## config.mk

```make
export PLATFORM = sky130hd
export DESIGN_NAME = led_sequencer
export DESIGN_NICKNAME = d
export VERILOG_FILES = /design/src/rtl/led_sequencer.sv
export SDC_FILE = /design/constraint.sdc
export NUM_CORES = 1
export LEC_CHECK = 0
export BUFFER_PORTS_ARGS = -buffer_cell sky130_fd_sc_hd__buf_2
export CORE_ASPECT_RATIO = 2
export CORE_MARGIN = 3
export CORE_UTILIZATION = 50
export CTS_CLUSTER_SIZE = 30
export DETAILED_ROUTE_END_ITERATION = 7
export PLACE_DENSITY_LB_ADDON = 0.25
export SLEW_MARGIN = 20
export SYNTH_ARGS = -nofsm -noshare
export SYNTH_HDL_FRONTEND = slang
export SYNTH_SLANG_ARGS = --single-unit
```

## constraint.sdc

```tcl
create_clock -name clk -period 2.55 [get_ports clk]
set_clock_uncertainty 0.1 [all_clocks]
set_input_delay 0.1275 -clock clk [delete_from_list [all_inputs] [get_ports clk]]
set_output_delay 0.1275 -clock clk [all_outputs]
set_load 0.01 [all_outputs]
```

## src/rtl/led_sequencer.sv

```systemverilog
// One-hot LED step sequencer: rotate up/down, ping-pong and all-blink, active-low outputs.
// Optional PWM dimming of lit channels is compiled in when LED_PWM_EN is defined.
module led_sequencer #(
   parameter int CHANNELS  = 3,
   parameter int CNT_WIDTH = 32,
   parameter int PWM_BITS  = 8
) (
   input  logic                 clk,
   input  logic                 rst,
   input  logic                 en,
   input  logic [CNT_WIDTH-1:0] period,
   input  logic [1:0]           mode,
   input  logic [PWM_BITS-1:0]  duty,
   output logic [CHANNELS-1:0]  led,
   output logic                 step_pulse
);
   typedef enum logic [1:0] {
      MODE_UP    = 2'd0,
      MODE_DOWN  = 2'd1,
      MODE_PING  = 2'd2,
      MODE_BLINK = 2'd3
   } mode_t;

   // With a single channel the ping-pong ends coincide, so direction never flips.
   localparam bit MULTI = (CHANNELS > 1);

   mode_t                mode_sel;
   logic [CNT_WIDTH-1:0] cnt_reg, cnt_next;
   logic [CNT_WIDTH-1:0] period_last;
   logic [CHANNELS-1:0]  step_reg, step_next;
   logic [CHANNELS-1:0]  rot_left, rot_right;
   logic [CHANNELS-1:0]  lit;
   logic                 dir_reg, dir_next;
   logic                 phase_reg, phase_next;
   logic                 wrap, boundary, pwm_on;

   assign mode_sel    = mode_t'(mode);
   assign period_last = (period == '0) ? '0 : period - CNT_WIDTH'(1);
   assign wrap        = (cnt_reg >= period_last);
   assign boundary    = en & wrap;

   generate
      if (CHANNELS == 1) begin : g_single
         assign rot_left  = step_reg;
         assign rot_right = step_reg;
      end else begin : g_multi
         assign rot_left  = {step_reg[CHANNELS-2:0], step_reg[CHANNELS-1]};
         assign rot_right = {step_reg[0], step_reg[CHANNELS-1:1]};
      end
   endgenerate

   always_comb begin
      cnt_next   = cnt_reg;
      step_next  = step_reg;
      dir_next   = dir_reg;
      phase_next = phase_reg;
      if (boundary) begin
         cnt_next = '0;
         if (mode_sel != MODE_BLINK) phase_next = 1'b0;
         case (mode_sel)
            MODE_UP:   step_next = rot_left;
            MODE_DOWN: step_next = rot_right;
            MODE_PING: begin
               // Bounce off the ends without repeating the end channel.
               if (MULTI && dir_reg && step_reg[CHANNELS-1]) begin
                  dir_next  = 1'b0;
                  step_next = rot_right;
               end else if (MULTI && !dir_reg && step_reg[0]) begin
                  dir_next  = 1'b1;
                  step_next = rot_left;
               end else if (dir_reg) begin
                  step_next = rot_left;
               end else begin
                  step_next = rot_right;
               end
            end
            MODE_BLINK: phase_next = ~phase_reg;
            default:    step_next  = step_reg;
         endcase
      end else if (en) begin
         cnt_next = cnt_reg + CNT_WIDTH'(1);
      end
   end

   always_comb begin
      if (mode_sel == MODE_BLINK) lit = {CHANNELS{phase_reg}};
      else                        lit = step_reg;
   end

`ifdef LED_PWM_EN
   logic [PWM_BITS-1:0] pwm_cnt_reg;

   always_ff @(posedge clk or negedge rst) begin
      if (!rst) pwm_cnt_reg <= '0;
      else      pwm_cnt_reg <= pwm_cnt_reg + PWM_BITS'(1);
   end

   // All-ones duty means fully on, otherwise the compare would leave one dark slot.
   assign pwm_on = (&duty) | (pwm_cnt_reg < duty);
`else
   logic unused_duty;
   assign unused_duty = ^duty;
   assign pwm_on      = 1'b1;
`endif

   always_ff @(posedge clk or negedge rst) begin
      if (!rst) begin
         cnt_reg    <= '0;
         step_reg   <= CHANNELS'(1);
         dir_reg    <= 1'b1;
         phase_reg  <= 1'b0;
         step_pulse <= 1'b0;
         led        <= '1;
      end else begin
         cnt_reg    <= cnt_next;
         step_reg   <= step_next;
         dir_reg    <= dir_next;
         phase_reg  <= phase_next;
         step_pulse <= boundary;
         led        <= ~(lit & {CHANNELS{pwm_on}});
      end
   end
endmodule
```

======== Word level (Yosys, flattened, before mapping) ========
Cells that the tools add are included.
operators by class
  $lt $le $gt $ge ......................... 1
  multiplexer cells ....................... 12
  add/subtract/negate cells ............... 2
  reductions and logical operators ........ 12
  bitwise gates (word level) .............. 3
  equality and inequality tests ........... 4
operator list
  cell                   number
  $mux 32                3
  $add 32x1->32 const B  1
  $ge 32x32->1           1
  $logic_not 32->1       1
  $sub 32x1->32 const B  1
  $mux 3                 4
  $pmux 3 s3             1
  $reduce_bool 2->1      3
  $eq 2x2->1 const B     2
  $mux 1                 4
  $reduce_and 2->1       2
  $not 3->3              1
  $reduce_and 3->1       1
  $reduce_bool 3->1      1
  $eq 2x1->1 const B     1
  $logic_and 1x1->1      2
  $logic_not 2->1        1
  $ne 2x2->1 const B     1
  $and 1x1->1            1
  $logic_not 1->1        1
  $not 1->1              1
word-level totals
  word-level logic and storage cells ...... 40
  register bits ........................... 41
  input port bits ......................... 45
  output and inout port bits .............. 4

======== Depth between registers and ports, before layout ========
  depth after elaboration ................. 5
  mapped depth ............................ 16
  depth with buffers taken out ............ 14

======== Least setup slack after synthesis ========
Ideal clock, no wire load.
  path type ............................... input-to-reg
  from .................................... input port period[13]
  to ...................................... register step_reg[1]
  stages .................................. 14
  setup time .............................. 0.125 ns
  path buffers ............................ 2
  data required time ...................... 2.325 ns
  data arrival time ....................... 3.954 ns
  path slack .............................. -1.628 ns
  path through ............................ or3_4 > or4b_4 > or2_1 > or3_1 > buf_2 > buf_6 > and2_4 > ha_1 > nand2b_1 > a2111oi_0 > a2111oi_2 > o31ai_2 > a211o_1 > mux2_2
between the ends
  cells in the longest elaborated chain, start to end .. 5
  elaborated cells between the ends (all ways) .. 6
  classes of those cells .................. add/sub: 1; order compare: 1; mux: 1; bitwise: 1; reduce/logical: 2
RTL lines
  what                                               line  text
  start: declaration                                 11    input logic [CNT_WIDTH-1:0] period,
  $sub 32x1->32 or $logic_not 32->1 (tied branches)  38    assign period_last = (period == '0) ? '0 : period - CNT_WIDTH'(1);
  $mux 32 (*)                                        38
  $ge 32x32->1 (*)                                   39    assign wrap = (cnt_reg >= period_last);
  $and 1x1->1 (*)                                    40    assign boundary = en & wrap;
  $reduce_and 2->1 (no source line) (*)              --
  end signal: assignment                             116   step_reg <= step_next;
  end: declaration                                   30    logic [CHANNELS-1:0] step_reg, step_next;
Mark *: on every way between the ends. The rest lies on a longest branch, timed or not.
A chain may end at the register's enable or synchronous reset.

======== Worst setup path in the final report ========
  from .................................... input port period[8]
  to ...................................... register step_reg[1]
The elaborated chain is that of the path after synthesis.

==> qor_table.md <==
| Group | Parameter | Value |
| --- | --- | --- |
| routing | Count of unresolved DRC violations after routing | 0 |
| yosys | Avg Cell Area, Syn | 8.43 µm² |
| routing | Via-to-Cell Ratio | 5.81 |
| floorplan | Initial cell density of the core | 51.6% |
| worst setup path | Start-to-end type of the worst setup path | primary input to flop |
| routing | Wirelength per Cell | 16.1 µm |
| pwr | Int Pwr | 0.00160 W |
| sta | Total Neg Setup Slack | -39600 ps |
| yosys | Number of storage elements in the synthesis netlist | 41 |
| clocking | H-tree level count | 2 |
| clocking | Root Buffer Master | sky130_fd_sc_hd__clkbuf_16 |
| worst setup path | Data required time of the worst path | 2630 ps |
| final layout | Diodes inserted | 0 |
| pwr | Switching part of the total | 29.0% |
| global routing | Remaining Overflow, GRT | 0 |
| global routing | Global-route wire length before repair | 16900 µm |
| sta | Post-layout min period | 3720 ps |
| final layout | Footprint of the multi-input gates | 0.00279 mm² |
| sta | Highest clock frequency the design can meet | 0.269 GHz |
| yosys | Number of different library cells in the post-synthesis netlist | 58 |
| sta | Number of pins exceeding their max-slew limit in the final report | 0 |
| final layout | Flip-flop count of the largest register after layout | 32 |
| global routing | Total routing resource utilization after global routing | 25.8% |
| sta | Slew HR | 37.8% |
| worst setup path | WP data arrival | 3800 ps |
| yosys | Dominant cells by area after synthesis | sky130_fd_sc_hd__dfrtp_1 (25%), sky130_fd_sc_hd__ha_1 (14%), sky130_fd_sc_hd__xor2_1 (7.8%), sky130_fd_sc_hd__nand2_1 (6.7%), sky130_fd_sc_hd__nor2_1 (4.8%) |
| floorplan | Number of placement rows | 43 |
| run status | Outcome | complete, but fails checks |
| yosys | Syn_nets | 512 |
| pwr | Proportion of power drawn by the clock network | 37.5% |
| floorplan | Die area | 0.00834 mm² |
| clocking | Clock transition time at the flip-flop clock pins of the worst setup and hold paths | 60 ps |
| pwr | Leakage power figure | 2.42 nW |
| global routing | Initial antenna violation count | 0 |
| yosys | Register area share after synthesis | 28.6% |
| routing | 1st-iter DRT viols | 123 |
| yosys | Most common library cells after synthesis | sky130_fd_sc_hd__nand2_1 (64), sky130_fd_sc_hd__nor2_1 (46), sky130_fd_sc_hd__ha_1 (39), sky130_fd_sc_hd__dfrtp_1 (36), sky130_fd_sc_hd__xor2_1 (32) |
| final layout | Count of filler cells inserted in the layout | 526 |
| pwr | Sequential share of power | 34.2% |
| clocking | TritonCTS clock tree | yes |
| clocking | Number of CTS-inserted buffers | 5 |
| clocking | Sink Count | 41 |
| yosys | Cell type with the largest total area after synthesis | sky130_fd_sc_hd__dfrtp_1 |
| yosys | Post-synth top flop | sky130_fd_sc_hd__dfrtp_1 |
| routing | Post-DRT Antenna Nets | 0 |
| run status | Failing checks | negative setup slack |
| floorplan | Core ar. | 0.00699 mm² |
| floorplan | Floorplan die width | 66.1 µm |
| sta | Fin. Hold Viols | 0 |
| sta | Post-route fraction of the period consumed by the critical path | 146% |
| yosys | Number of warnings printed during yosys synthesis | 0 |
| final layout | Final-stage net count | 637 |
| final layout | Share of final-layout standard cells stronger than drive strength 1 | 35.7% |
| sta | Worst slew pin tran | 932 ps |
| placement | Placer Congestion | 0.885 |
| floorplan | Io pins | 49 |
| routing | Total vias in the final route | 3741 |
| worst setup path | Crit Path Max Fanout | 5 |
| yosys | EDFF count, synth | 0 |
| placement | Number of port buffers | 40 |
| floorplan | Vertical die dimension | 126 µm |
| placement | Sum of net half-perimeters after detailed placement | 7790 µm |
| yosys | FFs w/ async S/R, synth | 100% |
| yosys | Gate Count Post-Synth | 428 |
| run | Max-cap viol count | 0 |
| yosys | Area share of the largest cell type after synthesis | 25.0% |
| routing | Routed wire length | 10400 µm |
| global routing | Pin count of the biggest net entering global routing | 42 |
| pwr | Max rail drop VDD | 678 µV |
| routing | Number of search-and-repair iterations in the first detailed-routing pass | 4 |
| clocking | Clock latency on the worst-skew pair | 290 ps |
| clocking | Number of buffers between clock root and the deepest sink | 2 |
| worst setup path | Element type at the critical path start | primary input |
| pwr | Power spent charging and discharging nets | 0.000652 W |
| final layout | Synthesis-to-finish area growth | 41.8% |
| pwr | P per Cell Area | 440 mW/mm² |
| hold path | Min-delay worst type | primary input to flop |
| yosys | Most instantiated library cell after synthesis | sky130_fd_sc_hd__nand2_1 |
| sta | Worst Setup Slack, final | -1170 ps |
| sta | Setup-violating endpoint count in the final report | 38 |
| yosys | Post-synth design cell area | 0.00361 mm² |
| global routing | Via count of the first global-routing pass | 3763 |
| worst setup path | Capturing element type of the critical path | flop |
| sta | Tightest hold margin | 170 ps |
| pwr | Fraction of power consumed by combinational cells | 28.3% |
| final layout | Storage cell area | 0.00103 mm² |
| sta | Unrepaired setup endpoints after global routing | yes |
-- cell families (layout without fill, tap and decap cells) --
kind of cell             after synthesis  in the layout  synth area share (%)
adder cells (fa/ha/maj)               39             39                  13.5
buffers and inverters                 25            151                  2.98
flip-flops                            41             41                  28.6
AO/OA/AOI/OAI                         61             61                  11.9
XOR/XNOR                              46             46                  11.2
AND/OR/NAND/NOR                      207            207                  29.3
multiplexers                           9              9                  2.63
-- layer usage --
metal  track usage (%)  wire length (µm)  vias to the layer above
met5                 0                 0                        -
met1              27.6              3780                     1803
li1                  -                 -                     1789
met4              13.3               486                        0
met2              47.0              5690                      111
met3              3.30               400                       38
-- timing repair --
item | 4_1_cts | 5_1_grt
endpoints found under the hold margin | 36 | 0
hold buffers | 1 | 0
buffers inserted | 5 | 0
gates resized for setup | 31 | 32
endpoints found under the setup margin | 38 | 38
gates cloned | 2 | 0
pin swaps | 25 | 21
-- worst max-delay path: stages --
cell                        delay [ps]
sky130_fd_sc_hd__buf_8             100
sky130_fd_sc_hd__nor4_4            250
sky130_fd_sc_hd__buf_4             160
sky130_fd_sc_hd__or4b_4            490
sky130_fd_sc_hd__or2_1             250
sky130_fd_sc_hd__or3_4             370
sky130_fd_sc_hd__buf_6             150
sky130_fd_sc_hd__nand2_1            60
sky130_fd_sc_hd__ha_1              150
sky130_fd_sc_hd__nand4_1           120
sky130_fd_sc_hd__or3_4             380
sky130_fd_sc_hd__a2111oi_4         380
sky130_fd_sc_hd__o31ai_4           160
sky130_fd_sc_hd__a211o_1           340
sky130_fd_sc_hd__mux2_4            310
-- metrics by stage --
step | std cells | power, W | instance area [µm²] | utilization (%) | worst slack, ps
floorplan | 428 | 0.00110 | 3730 | - | -1310
global placement | 629 | 0.00132 | 4570 | 65.3 | -1450
detailed placement | 629 | 0.00135 | 4570 | 65.3 | -1510
CTS | 645 | 0.00224 | 4990 | 71.3 | -1120
global route | 644 | 0.00235 | 5120 | 73.2 | -1310
finish | 644 | 0.00225 | 5120 | 73.2 | -1170
-- power groups by stage --
| stage | Sequential, W | Clock (W) | Combinational [W] |
|---|---|---|---|
| floorplan | 0.000770 | 0 | 0.000328 |
| global placement | 0.000773 | 0 | 0.000545 |
| detailed placement | 0.000779 | 0 | 0.000571 |
| CTS | 0.000768 | 0.000851 | 0.000621 |
| global route | 0.000777 | 0.000875 | 0.000699 |
| finish | 0.000770 | 0.000843 | 0.000638 |
-- layout make-up --
cell class,instances,area share (%)
multi-input combinational,362,54.5
timing repair buffer,128,18.2
inverter,15,1.10
tap,90,2.20
sequential,41,20.2
clock inverter,3,1.34
clock buffer,5,2.44
-- path summary, 6_finish.rpt --
| check | slack, ps | end | start | cells after the start |
|---|---|---|---|---|
| max | -1170 | step_reg[1] | period[8] | 15 |
| min | 170 | cnt_reg[1] | en | 3 |
| max reg2reg | -70 | step_reg[1] | cnt_reg[14] | 7 |
| min reg2reg | 400 | led[0] | phase_reg | 1 |
| max in group asynchronous | 1350 | cnt_reg[31] | rst | 2 |
| min in group asynchronous | 410 | cnt_reg[10] | rst | 2 |
-- cells in the final DEF, fill, tap and decap left out, types with 11 or more instances in the layout --
master / Yosys / final
sky130_fd_sc_hd__a21oi_1: 17 / 13
sky130_fd_sc_hd__buf_2: 5 / 37
sky130_fd_sc_hd__buf_4: 0 / 77
sky130_fd_sc_hd__dfrtp_1: 36 / 36
sky130_fd_sc_hd__ha_1: 39 / 36
sky130_fd_sc_hd__inv_1: 14 / 14
sky130_fd_sc_hd__nand2_1: 64 / 63
sky130_fd_sc_hd__nand3_1: 12 / 11
sky130_fd_sc_hd__nand4_1: 19 / 19
sky130_fd_sc_hd__nor2_1: 46 / 38
sky130_fd_sc_hd__xnor2_1: 14 / 14
sky130_fd_sc_hd__xor2_1: 32 / 32
No activity file was read; power rests on OpenSTA's default activity.
